**src/rtl/rwt_up_arbiter.sv**
```systemverilog
// Round-robin arbiter sharing one up register-bus slave among NUM_MASTERS requesters.
// Define RWT_UP_ARB_TIMEOUT_EN to force completion after TIMEOUT_CYCLES WAIT cycles.
module rwt_up_arbiter #(
    parameter int NUM_MASTERS    = 2,
    parameter int AW             = 14,
    parameter int TIMEOUT_CYCLES = 256
) (
    input  logic                      up_clk,
    input  logic                      up_rst,
    input  logic [NUM_MASTERS-1:0]    m_wreq,
    input  logic [NUM_MASTERS*AW-1:0] m_waddr,
    input  logic [NUM_MASTERS*32-1:0] m_wdata,
    output logic [NUM_MASTERS-1:0]    m_wack,
    input  logic [NUM_MASTERS-1:0]    m_rreq,
    input  logic [NUM_MASTERS*AW-1:0] m_raddr,
    output logic [NUM_MASTERS*32-1:0] m_rdata,
    output logic [NUM_MASTERS-1:0]    m_rack,
    output logic                      s_wreq,
    output logic [AW-1:0]             s_waddr,
    output logic [31:0]               s_wdata,
    input  logic                      s_wack,
    output logic                      s_rreq,
    output logic [AW-1:0]             s_raddr,
    input  logic [31:0]               s_rdata,
    input  logic                      s_rack,
    output logic                      busy,
    output logic                      timeout_err
);

    localparam int IW = (NUM_MASTERS > 1) ? $clog2(NUM_MASTERS) : 1;

    if (NUM_MASTERS < 1 || NUM_MASTERS > 8 || TIMEOUT_CYCLES < 1) begin : g_bad_cfg
        $error("rwt_up_arbiter: unsupported parameter set");
    end

    typedef enum logic {
        ST_IDLE = 1'b0,
        ST_WAIT = 1'b1
    } state_t;

    state_t                    r_state;
    state_t                    w_state_nxt;
    logic [NUM_MASTERS-1:0]    r_wpend;
    logic [NUM_MASTERS-1:0]    r_rpend;
    logic [IW-1:0]             r_ptr;
    logic [IW-1:0]             r_grant;
    logic                      r_chan_wr;
    logic                      r_s_wreq;
    logic                      r_s_rreq;
    logic [AW-1:0]             r_s_waddr;
    logic [31:0]               r_s_wdata;
    logic [AW-1:0]             r_s_raddr;
    logic [NUM_MASTERS-1:0]    r_m_wack;
    logic [NUM_MASTERS-1:0]    r_m_rack;
    logic [NUM_MASTERS*32-1:0] r_m_rdata;

    logic                      w_found;
    logic [IW-1:0]             w_sel_idx;
    logic                      w_sel_wr;
    logic                      w_issue;
    logic                      w_done;
    logic                      w_tout;
    logic                      w_tmo;
    logic                      w_ack;
    logic [NUM_MASTERS-1:0]    w_wclr;
    logic [NUM_MASTERS-1:0]    w_rclr;

    // Scan from the slot after the last grant, wrapping around.
    always_comb begin
        int p;
        w_found   = 1'b0;
        w_sel_idx = '0;
        w_sel_wr  = 1'b0;
        p         = 0;
        for (int k = 1; k <= NUM_MASTERS; k++) begin
            p = int'(r_ptr) + k;
            if (p >= NUM_MASTERS) begin
                p = p - NUM_MASTERS;
            end
            if (!w_found && (r_wpend[p] || r_rpend[p])) begin
                w_found   = 1'b1;
                w_sel_idx = IW'(p);
                w_sel_wr  = r_wpend[p];
            end
        end
    end

    assign w_ack = r_chan_wr ? s_wack : s_rack;

    always_ff @(posedge up_clk) begin
        if (up_rst) begin
            r_state <= ST_IDLE;
        end else begin
            r_state <= w_state_nxt;
        end
    end

    always_comb begin
        w_state_nxt = r_state;
        w_issue     = 1'b0;
        w_done      = 1'b0;
        w_tout      = 1'b0;
        w_wclr      = '0;
        w_rclr      = '0;
        unique case (r_state)
            ST_IDLE: begin
                if (w_found) begin
                    w_issue     = 1'b1;
                    w_state_nxt = ST_WAIT;
                    if (w_sel_wr) begin
                        w_wclr[w_sel_idx] = 1'b1;
                    end else begin
                        w_rclr[w_sel_idx] = 1'b1;
                    end
                end
            end
            ST_WAIT: begin
                if (w_ack) begin
                    w_done      = 1'b1;
                    w_state_nxt = ST_IDLE;
                end else if (w_tmo) begin
                    w_done      = 1'b1;
                    w_tout      = 1'b1;
                    w_state_nxt = ST_IDLE;
                end
            end
            default: w_state_nxt = ST_IDLE;
        endcase
    end

    // A pulse on a bit being served in the same cycle is absorbed.
    always_ff @(posedge up_clk) begin
        if (up_rst) begin
            r_wpend   <= '0;
            r_rpend   <= '0;
            r_ptr     <= IW'(NUM_MASTERS - 1);
            r_grant   <= '0;
            r_chan_wr <= 1'b0;
            r_s_wreq  <= 1'b0;
            r_s_rreq  <= 1'b0;
            r_s_waddr <= '0;
            r_s_wdata <= '0;
            r_s_raddr <= '0;
            r_m_wack  <= '0;
            r_m_rack  <= '0;
            r_m_rdata <= '0;
        end else begin
            r_wpend  <= (r_wpend | m_wreq) & ~w_wclr;
            r_rpend  <= (r_rpend | m_rreq) & ~w_rclr;
            r_s_wreq <= w_issue & w_sel_wr;
            r_s_rreq <= w_issue & ~w_sel_wr;
            r_m_wack <= '0;
            r_m_rack <= '0;
            if (w_issue) begin
                r_grant   <= w_sel_idx;
                r_ptr     <= w_sel_idx;
                r_chan_wr <= w_sel_wr;
                if (w_sel_wr) begin
                    r_s_waddr <= m_waddr[w_sel_idx*AW +: AW];
                    r_s_wdata <= m_wdata[w_sel_idx*32 +: 32];
                end else begin
                    r_s_raddr <= m_raddr[w_sel_idx*AW +: AW];
                end
            end
            if (w_done) begin
                if (r_chan_wr) begin
                    r_m_wack[r_grant] <= 1'b1;
                end else begin
                    r_m_rack[r_grant] <= 1'b1;
                    r_m_rdata[r_grant*32 +: 32] <= w_tout ? 32'hDEAD_DEAD : s_rdata;
                end
            end
        end
    end

`ifdef RWT_UP_ARB_TIMEOUT_EN
    localparam int TW = $clog2(TIMEOUT_CYCLES + 1);

    logic [TW-1:0] r_tcnt;
    logic          r_timeout_err;

    always_ff @(posedge up_clk) begin
        if (up_rst) begin
            r_tcnt        <= '0;
            r_timeout_err <= 1'b0;
        end else begin
            r_timeout_err <= w_tout;
            if (w_issue) begin
                r_tcnt <= '0;
            end else if (r_state == ST_WAIT) begin
                r_tcnt <= r_tcnt + 1'b1;
            end
        end
    end

    // Fires on the TIMEOUT_CYCLES-th WAIT cycle without an ack.
    assign w_tmo       = (r_state == ST_WAIT) && (r_tcnt == TW'(TIMEOUT_CYCLES - 1));
    assign timeout_err = r_timeout_err;
`else
    assign w_tmo       = 1'b0;
    assign timeout_err = 1'b0;
`endif

    assign busy    = (r_state == ST_WAIT);
    assign s_wreq  = r_s_wreq;
    assign s_rreq  = r_s_rreq;
    assign s_waddr = r_s_waddr;
    assign s_wdata = r_s_wdata;
    assign s_raddr = r_s_raddr;
    assign m_wack  = r_m_wack;
    assign m_rack  = r_m_rack;
    assign m_rdata = r_m_rdata;

endmodule
```
**config.mk**
```make
export PLATFORM = sky130hd
export DESIGN_NAME = rwt_up_arbiter
export DESIGN_NICKNAME = d
export VERILOG_FILES = /design/src/rtl/rwt_up_arbiter.sv
export SDC_FILE = /design/constraint.sdc
export NUM_CORES = 1
export LEC_CHECK = 0
export BUFFER_PORTS_ARGS = -buffer_cell sky130_fd_sc_hd__buf_2
export CORE_MARGIN = 2
export CORE_UTILIZATION = 40
export CTS_CLUSTER_DIAMETER = 40
export DETAILED_ROUTE_END_ITERATION = 10
export GPL_TIMING_DRIVEN = 0
export HOLD_SLACK_MARGIN = 0.15
export PLACE_DENSITY_LB_ADDON = 0.2
export REMOVE_ABC_BUFFERS = 1
export SYNTH_ARGS = -nofsm -noshare
export SYNTH_HDL_FRONTEND = slang
export SYNTH_SLANG_ARGS = --single-unit
```
**constraint.sdc**
```tcl
create_clock -name up_clk -period 2.4 [get_ports up_clk]
set_input_delay 0.24 -clock up_clk [delete_from_list [all_inputs] [get_ports up_clk]]
set_output_delay 0.24 -clock up_clk [all_outputs]
set_load 0.005 [all_outputs]
```
==> results summary, run 1 <==
Before antenna repair, the detailed router went through 5 iterations. The synthesized area per cell is 8.188 um2. The sequential share of the synthesized area came out at 0.4962.

The repair_antennas step left the layout with diodes totalling 0. Dividing total power by cell area gives a power density of between 800 and 900 nW/um2. The area growth from synthesis to final layout is 65.53%. After legalization and detailed placement, the total HPWL measured about 12,000 um. For this run, asynchronously set or reset flops after synthesis account for 0. The die span in x is between 100 and 150 um. The number of enable-type register cells in the synthesized netlist is 0.

The register share of total power came out at 0.359. The combinational share of power came out at 0.282. The leakage component of the power came out at ~4.1 nW. The critical path goes through nand3b_1 -> and2b_4 -> and2_2 -> buf_12 -> a311oi_1. The final layout contains around 1,200 nets. The share of total power dissipated in the clock network is 0.359.

The number of max-slew violations in the final report came out at 0. Measured in cells, the most critical reg-to-reg path has a length of 5. The fraction of final layout cells sized beyond drive strength 1 came out at 0.3218.

At the pin with the least slew margin, the transition time is around 1.3 ns. The largest total area in the synthesized netlist belongs to dfxtp_1. In the finished design, the share of the clock period the worst path needs comes to 0.9120. The launching element type of the critical path is a register. The worst clock skew on the final layout came out at 0.008813 ns. The total wire length after detailed routing is a little over 20,000 um. The number of library cell types mapped by synthesis is 36. The required arrival time at the worst endpoint came out at about 2.7 ns. The total standard cell area after synthesis is between 5000 and 6000 um2. Based on the critical path, the design can be clocked at up to around 460 MHz. Routability-driven placement finished with a final weighted congestion of between 0.7 and 0.8. STA puts the critical path data arrival time at 2.46 ns. The Yosys warning count came out at 0. The total routing resource utilization after global routing came out at 0.2638. Cell internal power was estimated by the tool at ~5.4 mW. Setup repair after global routing left no endpoint under its margin. The highest cell delay on the worst timing path is 0.55 ns. The maximum level of the CTS H-tree came out at 4. The class of the worst hold path is in -> reg. The placeable core area came out at 13,720 um2. The worst setup path is of the reg -> reg kind. The switching power of the nets is 2.403 mW. The overall die height is around 120 um. The cell family contributing the most delay on the critical path is simple AND/OR/NAND/NOR gates. The finished cells cover between 9000 and 10,000 um2.

After layout, the minimum clock period comes to 2.189 ns. The number of synthesized register bits came out at roughly 140. The post-placement worst setup slack is about 0.042 ns.

The most frequent standard cell in the layout excluding fill and tap cells is buf_2. The number of standard cells after synthesis came out at 680. The count of input and output buffers is 290.

The final hold violation count is 0. The tool flagged a number of max-cap violations equal to 0. The area enclosed by the die boundary is about 15,000 um2. The standard cell with the maximum stage delay on the critical path is and2b_4. The number of buffer and inverter stages on the critical path came out at 1. For this run the aggregate overflow at the end of global routing stands at 0.

The run finished with clean final reports. The number of antenna violations at the first check in global routing is 0. The total number of placement rows came out at 43. The cell area after placement is 7106 um2.

Sorting the synthesized cells by area gives the leading types as dfxtp_1, nand2_1, a21oi_1. After clock tree synthesis, the clock-pin slew on the worst setup and hold paths is about 0.06 ns. The final antenna-violating net count is 0. The number of CTS-inserted buffers came out at 17.

The cell sitting at the root of the clock tree is a clkbuf_16. For this design the top-level I/O count stands at about 290. The global-route wire length before repair came out at 31,020 um. The most used flip-flop cell after synthesis is dfxtp_1. TritonCTS built the clock tree.

The overall power is a little under 8 mW. The worst path setup slack after routing is about 0.21 ns. In this run, the number of DRC markers left after iteration 0 of detailed routing was approximately 430.

The starting density of the core came out at 0.4058. The number of sinks handled by clock tree synthesis is between 100 and 150. The post-detailed-route wirelength per cell is between 15 and 20 um. The relative slew slack is 0.1567. VDD sags by at most ~440 uV.

The endpoint type of the worst setup path is a register. The cell depth of the worst hold path came out at 3. For this block, the via count after detailed routing is 6,631. In the layout the commonest cells are buf_2, nand2_1, dlygate4sd3_1, dfxtp_1, a21oi_1. The critical-path maximum fanout came out at 47. The proportion of total power due to net switching is 0.3069. In this run the deepest clock path goes through 2 buffers. Of the post-synthesis cell area, the dominant cell type holds 0.4962.

Dividing the detail-routed via count by the number of cells gives between 5 and 6. The later pin in the worst-skew pair is clocked with a latency of 0.42 ns. The number of global-route vias before repair came to 6,338. The critical path crosses 5 cells after its start point. The setup-violating endpoint count in the final report is 0.

Entering global routing, the biggest net connects 80 pins. The post-route DRC violation count came out at 0.
[final timing paths]
kind / start / end / slack [ns]
worst max-delay path: r_wpend[0] / s_wdata[30] / 0.21
worst min-delay path: m_raddr[14] / s_raddr[0] / 0.18
worst max register to register: r_wpend[0] / s_wdata[30] / 0.21
worst min register to register: m_rdata[29] / m_rdata[29] / 0.45
[per-stage QoR]
stage                     utilization  hold slack (ns)  TNS [ns]  std cells
after global routing           0.6718           0.2047         0       1277
after detailed placement       0.5179           0.4437         0       1099
after floorplan                     -           0.3062    -28.37        619
after global placement         0.5029           0.4388   -190.62       1089
after CTS                      0.6712           0.1622         0       1277
final                          0.6718           0.1827         0       1277
[worst register-to-register path: cells and delay by family (launching register included)]
| kind | cells | cell delay (ns) |
|---|---|---|
| AO/OA/AOI/OAI | 1 | 0.16 |
| buffers and inverters | 1 | 0.25 |
| flip-flops | 1 | 0.44 |
| AND/OR/NAND/NOR | 3 | 1.19 |
[what timing repair did]
item / in CTS / in global routing
buffers inserted: 0 / 0
hold buffers: 147 / 0
hold endpoints to repair: 131 / 0
gates resized for setup: 0 / 2
setup endpoints to repair: 0 / 37
[registers in the layout (all words and copies together) (netlist names)]
signal,count
r_chan_wr,1
r_grant,1
r_wpend,2
r_ptr,1
m_rack,2
s_raddr,14
m_rdata,64
s_waddr,14
s_wreq,1
m_wack,2
s_wdata,32
busy,1
r_rpend,2
s_rreq,1
[cells in the mapped netlist, types with 2 or more instances]
library cell and instances:
nand2_1 238, dfxtp_1 138, a21oi_1 124, a311oi_1 47, clkbuf_1 27, buf_2 21
inv_1 15, a221oi_2 13, nor2_1 12, buf_6 9, nor3_1 4, a21oi_2 3
a211oi_1 2, and2_1 2, buf_4 2, nor4b_1 2, nor4bb_1 2
[metal layers]
metal / track usage / up-vias / part of all wire
met5: 0 / - / 0
met2: 0.4515 / 373 / 0.49
met1: 0.3031 / 3043 / 0.39
met3: 0.06835 / 63 / 0.087
li1: - / 3152 / -
met4: 0.1351 / 0 / 0.039
[kinds of logic (layout without fill, tap and decap cells)]
kind of cell / after synthesis / in the layout / synth area share
buf+inv: 76 / 493 / 0.07213
other cells: 1 / 1 / 0.0006735
simple gates: 269 / 269 / 0.1917
flops: 138 / 138 / 0.4962
compound gates: 196 / 196 / 0.2393
[power by group through the flow]
stage,Sequential [mW],Clock [mW],Combinational (mW)
finish,2.81,2.81,2.21
CTS,2.80,2.85,2.15
global route,2.85,2.94,2.39
global placement,2.83,0,1.85
detailed placement,2.84,0,1.95
floorplan,2.87,0,1.00
[layout make-up]
| type | count | area, um2 |
|---|---|---|
| timing repair buffer | 447 | 3104 |
| inverter | 15 | 56.30 |
| sequential | 138 | 2763 |
| tap | 180 | 225.2 |
| multi-input combinational | 466 | 2436 |
| clock buffer | 19 | 432.9 |
| fill | 1062 | 4503 |
| clock inverter | 12 | 198.9 |
Power figures use the tool's default switching activity.
==> run 2, diff against run 1 <==
--- a/config.mk
+++ b/config.mk
@@ -6,10 +6,10 @@
 export NUM_CORES = 1
 export LEC_CHECK = 0
 export BUFFER_PORTS_ARGS = -buffer_cell sky130_fd_sc_hd__buf_2
-export CORE_MARGIN = 2
-export CORE_UTILIZATION = 40
+export CORE_AREA = 2 2 113 115
 export CTS_CLUSTER_DIAMETER = 40
 export DETAILED_ROUTE_END_ITERATION = 10
+export DIE_AREA = 0 0 115 117
 export GPL_TIMING_DRIVEN = 0
 export HOLD_SLACK_MARGIN = 0.15
 export PLACE_DENSITY_LB_ADDON = 0.2
==> results summary, run 2 (synthesis gave the netlist of run 1 again) <==
The number of antenna diodes came out at 0 (unchanged). The startpoint identified for the worst hold timing path is m_raddr[25]. On the critical path the largest part of the delay comes from simple AND/OR/NAND/NOR gates. The largest net degree at the start of global routing is 88 (+10%).

The number of detailed-route iterations in the first pass is 7 (+2). The maximum resistive drop on vdd came to 498.2 uV (+14%). The internal power consumption is 5.236 mW (-3.5%). The path with the worst hold slack has its endpoint at s_raddr[11]. TritonCTS built the clock tree.

The number of buffer and inverter stages on the critical path is 0 (-1). The final worst hold slack came to 0.1655 ns (-0.01718 ns). The max-cap check violation count came to 0 (unchanged). The setup path with the least slack is of type reg -> reg. The post-layout minimum cycle time came to 2.205 ns (+0.01570 ns). In this run the worst hold path is classified as in -> reg. The relative slew slack is 0.1647 (+0.008007). The part of the total power dissipated in the clock network is 0.343 (-0.016). The final antenna-violating net count is 0 (unchanged). The area enclosed by the die boundary was 13,460 um2 (-9.6%). The count of placed standard cells including taps is 1,068 (-2.8%). The starting density of the core is 0.4522 (+0.04640).

The critical path arrival is 2.46 ns (about the same). The library cell used most frequently in the layout, excluding fill and tap cells, is buf_2. The number of max-slew violations in the final report is 0 (unchanged). The startpoint identified for the worst register-to-register timing path is r_wpend[0]. The power density of the placed cells came out at 844.3 nW/um2 (-0.60%).

The upper clock frequency limit is 453.6 MHz (-0.71%). The clock tree buffer depth came out at 2 (unchanged). On the critical path, the stage with the largest delay is an instance of and2_4. Setup repair after global routing left no endpoint under its margin. The total number of placement rows is 41 (-4.7%). The number of sinks handled by clock tree synthesis came to 138 (unchanged). The library cells used most frequently in the layout, excluding fill and tap cells, are buf_2, nand2_1, dlygate4sd3_1, dfxtp_1, a21oi_1. The share of the cycle needed by the critical path after routing is 0.9185 (+0.006540). The worst clock skew on the final layout was 0.01446 ns (+0.005644 ns). STA classifies the critical path endpoint as a register.

The end of the worst register-to-register path is s_wdata[17]. The highest cell delay on the worst timing path was 0.60 ns (+0.05 ns). The final hold violation count came to 0 (unchanged). The total routing resource utilization after global routing was 0.2980 (+0.03423). The global-route wire length before repair is 31,370 um (+1.1%).

The proportion of total power due to net switching came out at 0.3157 (+0.008719). The switching power of the nets came out at 2.415 mW (+0.51%). The placer's final routability congestion estimate came out at 0.7794 (-0.75%). The cell chosen for the clock root is clkbuf_16.

The placeable core area came out at 12,310 um2 (-10%). The register share of total power is 0.369 (+0.010). The run finished with clean final reports. The clock transition at the register clock pins on the worst setup and hold paths after CTS is 0.06 ns (about the same). The critical-path maximum fanout is 47 (unchanged). The final net count came out at 1,240 (-0.40%).

The core utilization of the finished layout was 0.7360 (+0.06420). The number of global-route vias before repair is 6,318 (-0.32%). The number of standard cells in the layout, taps in and fillers out is 1,241 (-2.8%).

The overall overflow remaining after global route is 0 (unchanged). The post-route DRC violation count is 0 (unchanged). The number of CTS-inserted buffers is 17 (unchanged). The number of antenna violations at the first check in global routing came to 0 (unchanged). The detailed-route via count is 6,696 (+0.98%). The count of cell instances traversed by the critical path is 4 (-1). The leakage component of the power came out at 4.096 nW (-1.2%).

The iteration-0 DRC count of the detailed router is 687 (+61%). The post-DP HPWL is 11,510 um (-4.5%). The worst setup path is launched from a register.

The number of flip-flops in the largest register was 64 (unchanged). Walking the worst path, the cells encountered are nand3b_1 -> and2b_4 -> and2_4 -> a311oi_1. The setup TNS came out at 0 ns (unchanged). The die span in x came to 115 um (-5.7%). The total wire length after detailed routing is 20,930 um (+1.9%). The overall die height is 117 um (-4.1%). The worst reg-to-reg path cell count is 4 (-1).

The fraction of final layout cells sized beyond drive strength 1 is 0.3199 (-0.001897). The required arrival time at the worst endpoint came out at 2.65 ns (-0.02 ns). The combinational share of power is 0.288 (+0.006). The transition time of the tightest slew-check pin is 1.253 ns (-0.01201 ns). The clock latency on the worst-skew pair is 0.42 ns (about the same). The post-detailed-route wirelength per cell was 16.87 um (+4.8%). The routed via count divided by cell count came out at 5.396 (+3.9%).

The maximum level of the CTS H-tree came out at 4 (unchanged). The number of placed I/O pins is 292 (unchanged). The count of input and output buffers is 290 (unchanged).

The setup slack of the most critical reg-to-reg path came out at 0.20 ns (-0.02 ns). The setup-violating endpoint count in the final report came to 0 (unchanged). From synthesis to final layout, the design area changed by 62.74%. The cell depth of the worst hold path is 3 (unchanged).
run 2: repair_timing:
action | in CTS | in global routing
endpoints found under the hold margin | 130 | 0
resized for setup | 1 | 2
setup endpoints to repair | 47 | 47
hold buffers | 143 | 0
setup buffers | 0 | 0
run 2: tightest hold or removal path, cell delays in order:
cell and delay, ns:
buf_2 0.10, a21oi_2 0.12, a221oi_2 0.06
run 2: worst max-delay path by stage:
| stage | start | end | slack (ns) |
|---|---|---|---|
| 2_1_floorplan | busy | m_rdata[32] | -0.32 |
| 3_3_place_gp | busy | m_rdata[32] | -1.79 |
| 3_5_place_dp | r_wpend[0] | s_wdata[29] | -0.30 |
| 4_1_cts | r_wpend[0] | s_wdata[29] | 0.04 |
| 5_1_grt | r_wpend[0] | s_wdata[17] | 0.06 |
| 6_report | r_wpend[0] | s_wdata[17] | 0.20 |
run 2: power groups by stage:
| stage | combinational, mW | sequential (mW) | clock (mW) |
|---|---|---|---|
| after floorplan | 1.00 | 2.87 | 0 |
| after global placement | 1.83 | 2.83 | 0 |
| after detailed placement | 1.90 | 2.84 | 0 |
| after CTS | 2.09 | 2.80 | 2.64 |
| after global routing | 2.37 | 2.86 | 2.77 |
| final | 2.21 | 2.82 | 2.62 |
run 2: layer usage:
metal	wire (um)	global-route usage	vias up
met4	1050	0.1767	2
li1	-	-	3124
met3	1918	0.08754	93
met5	5	0	-
met1	8112	0.3477	3046
met2	9843	0.4886	431
run 2: through the flow:
stage	area, um2	setup WS [ns]	power [mW]
2_1_floorplan	5223	-0.3195	3.868
3_3_place_gp	6862	-1.788	4.664
3_5_place_dp	7036	-0.2983	4.748
4_1_cts	9054	0.03867	7.530
5_1_grt	9061	0.06306	7.998
6_report	9061	0.1955	7.650
run 2: final cells by class:
type                    count  area, um2
well taps                 150      187.7
multi-input cells         466       2437
inverters                  15      56.30
clock buffers              23      467.9
repair buffers            442       3032
fillers                   838       3251
flip-flops and latches    138       2763
clock inverters             7      117.6
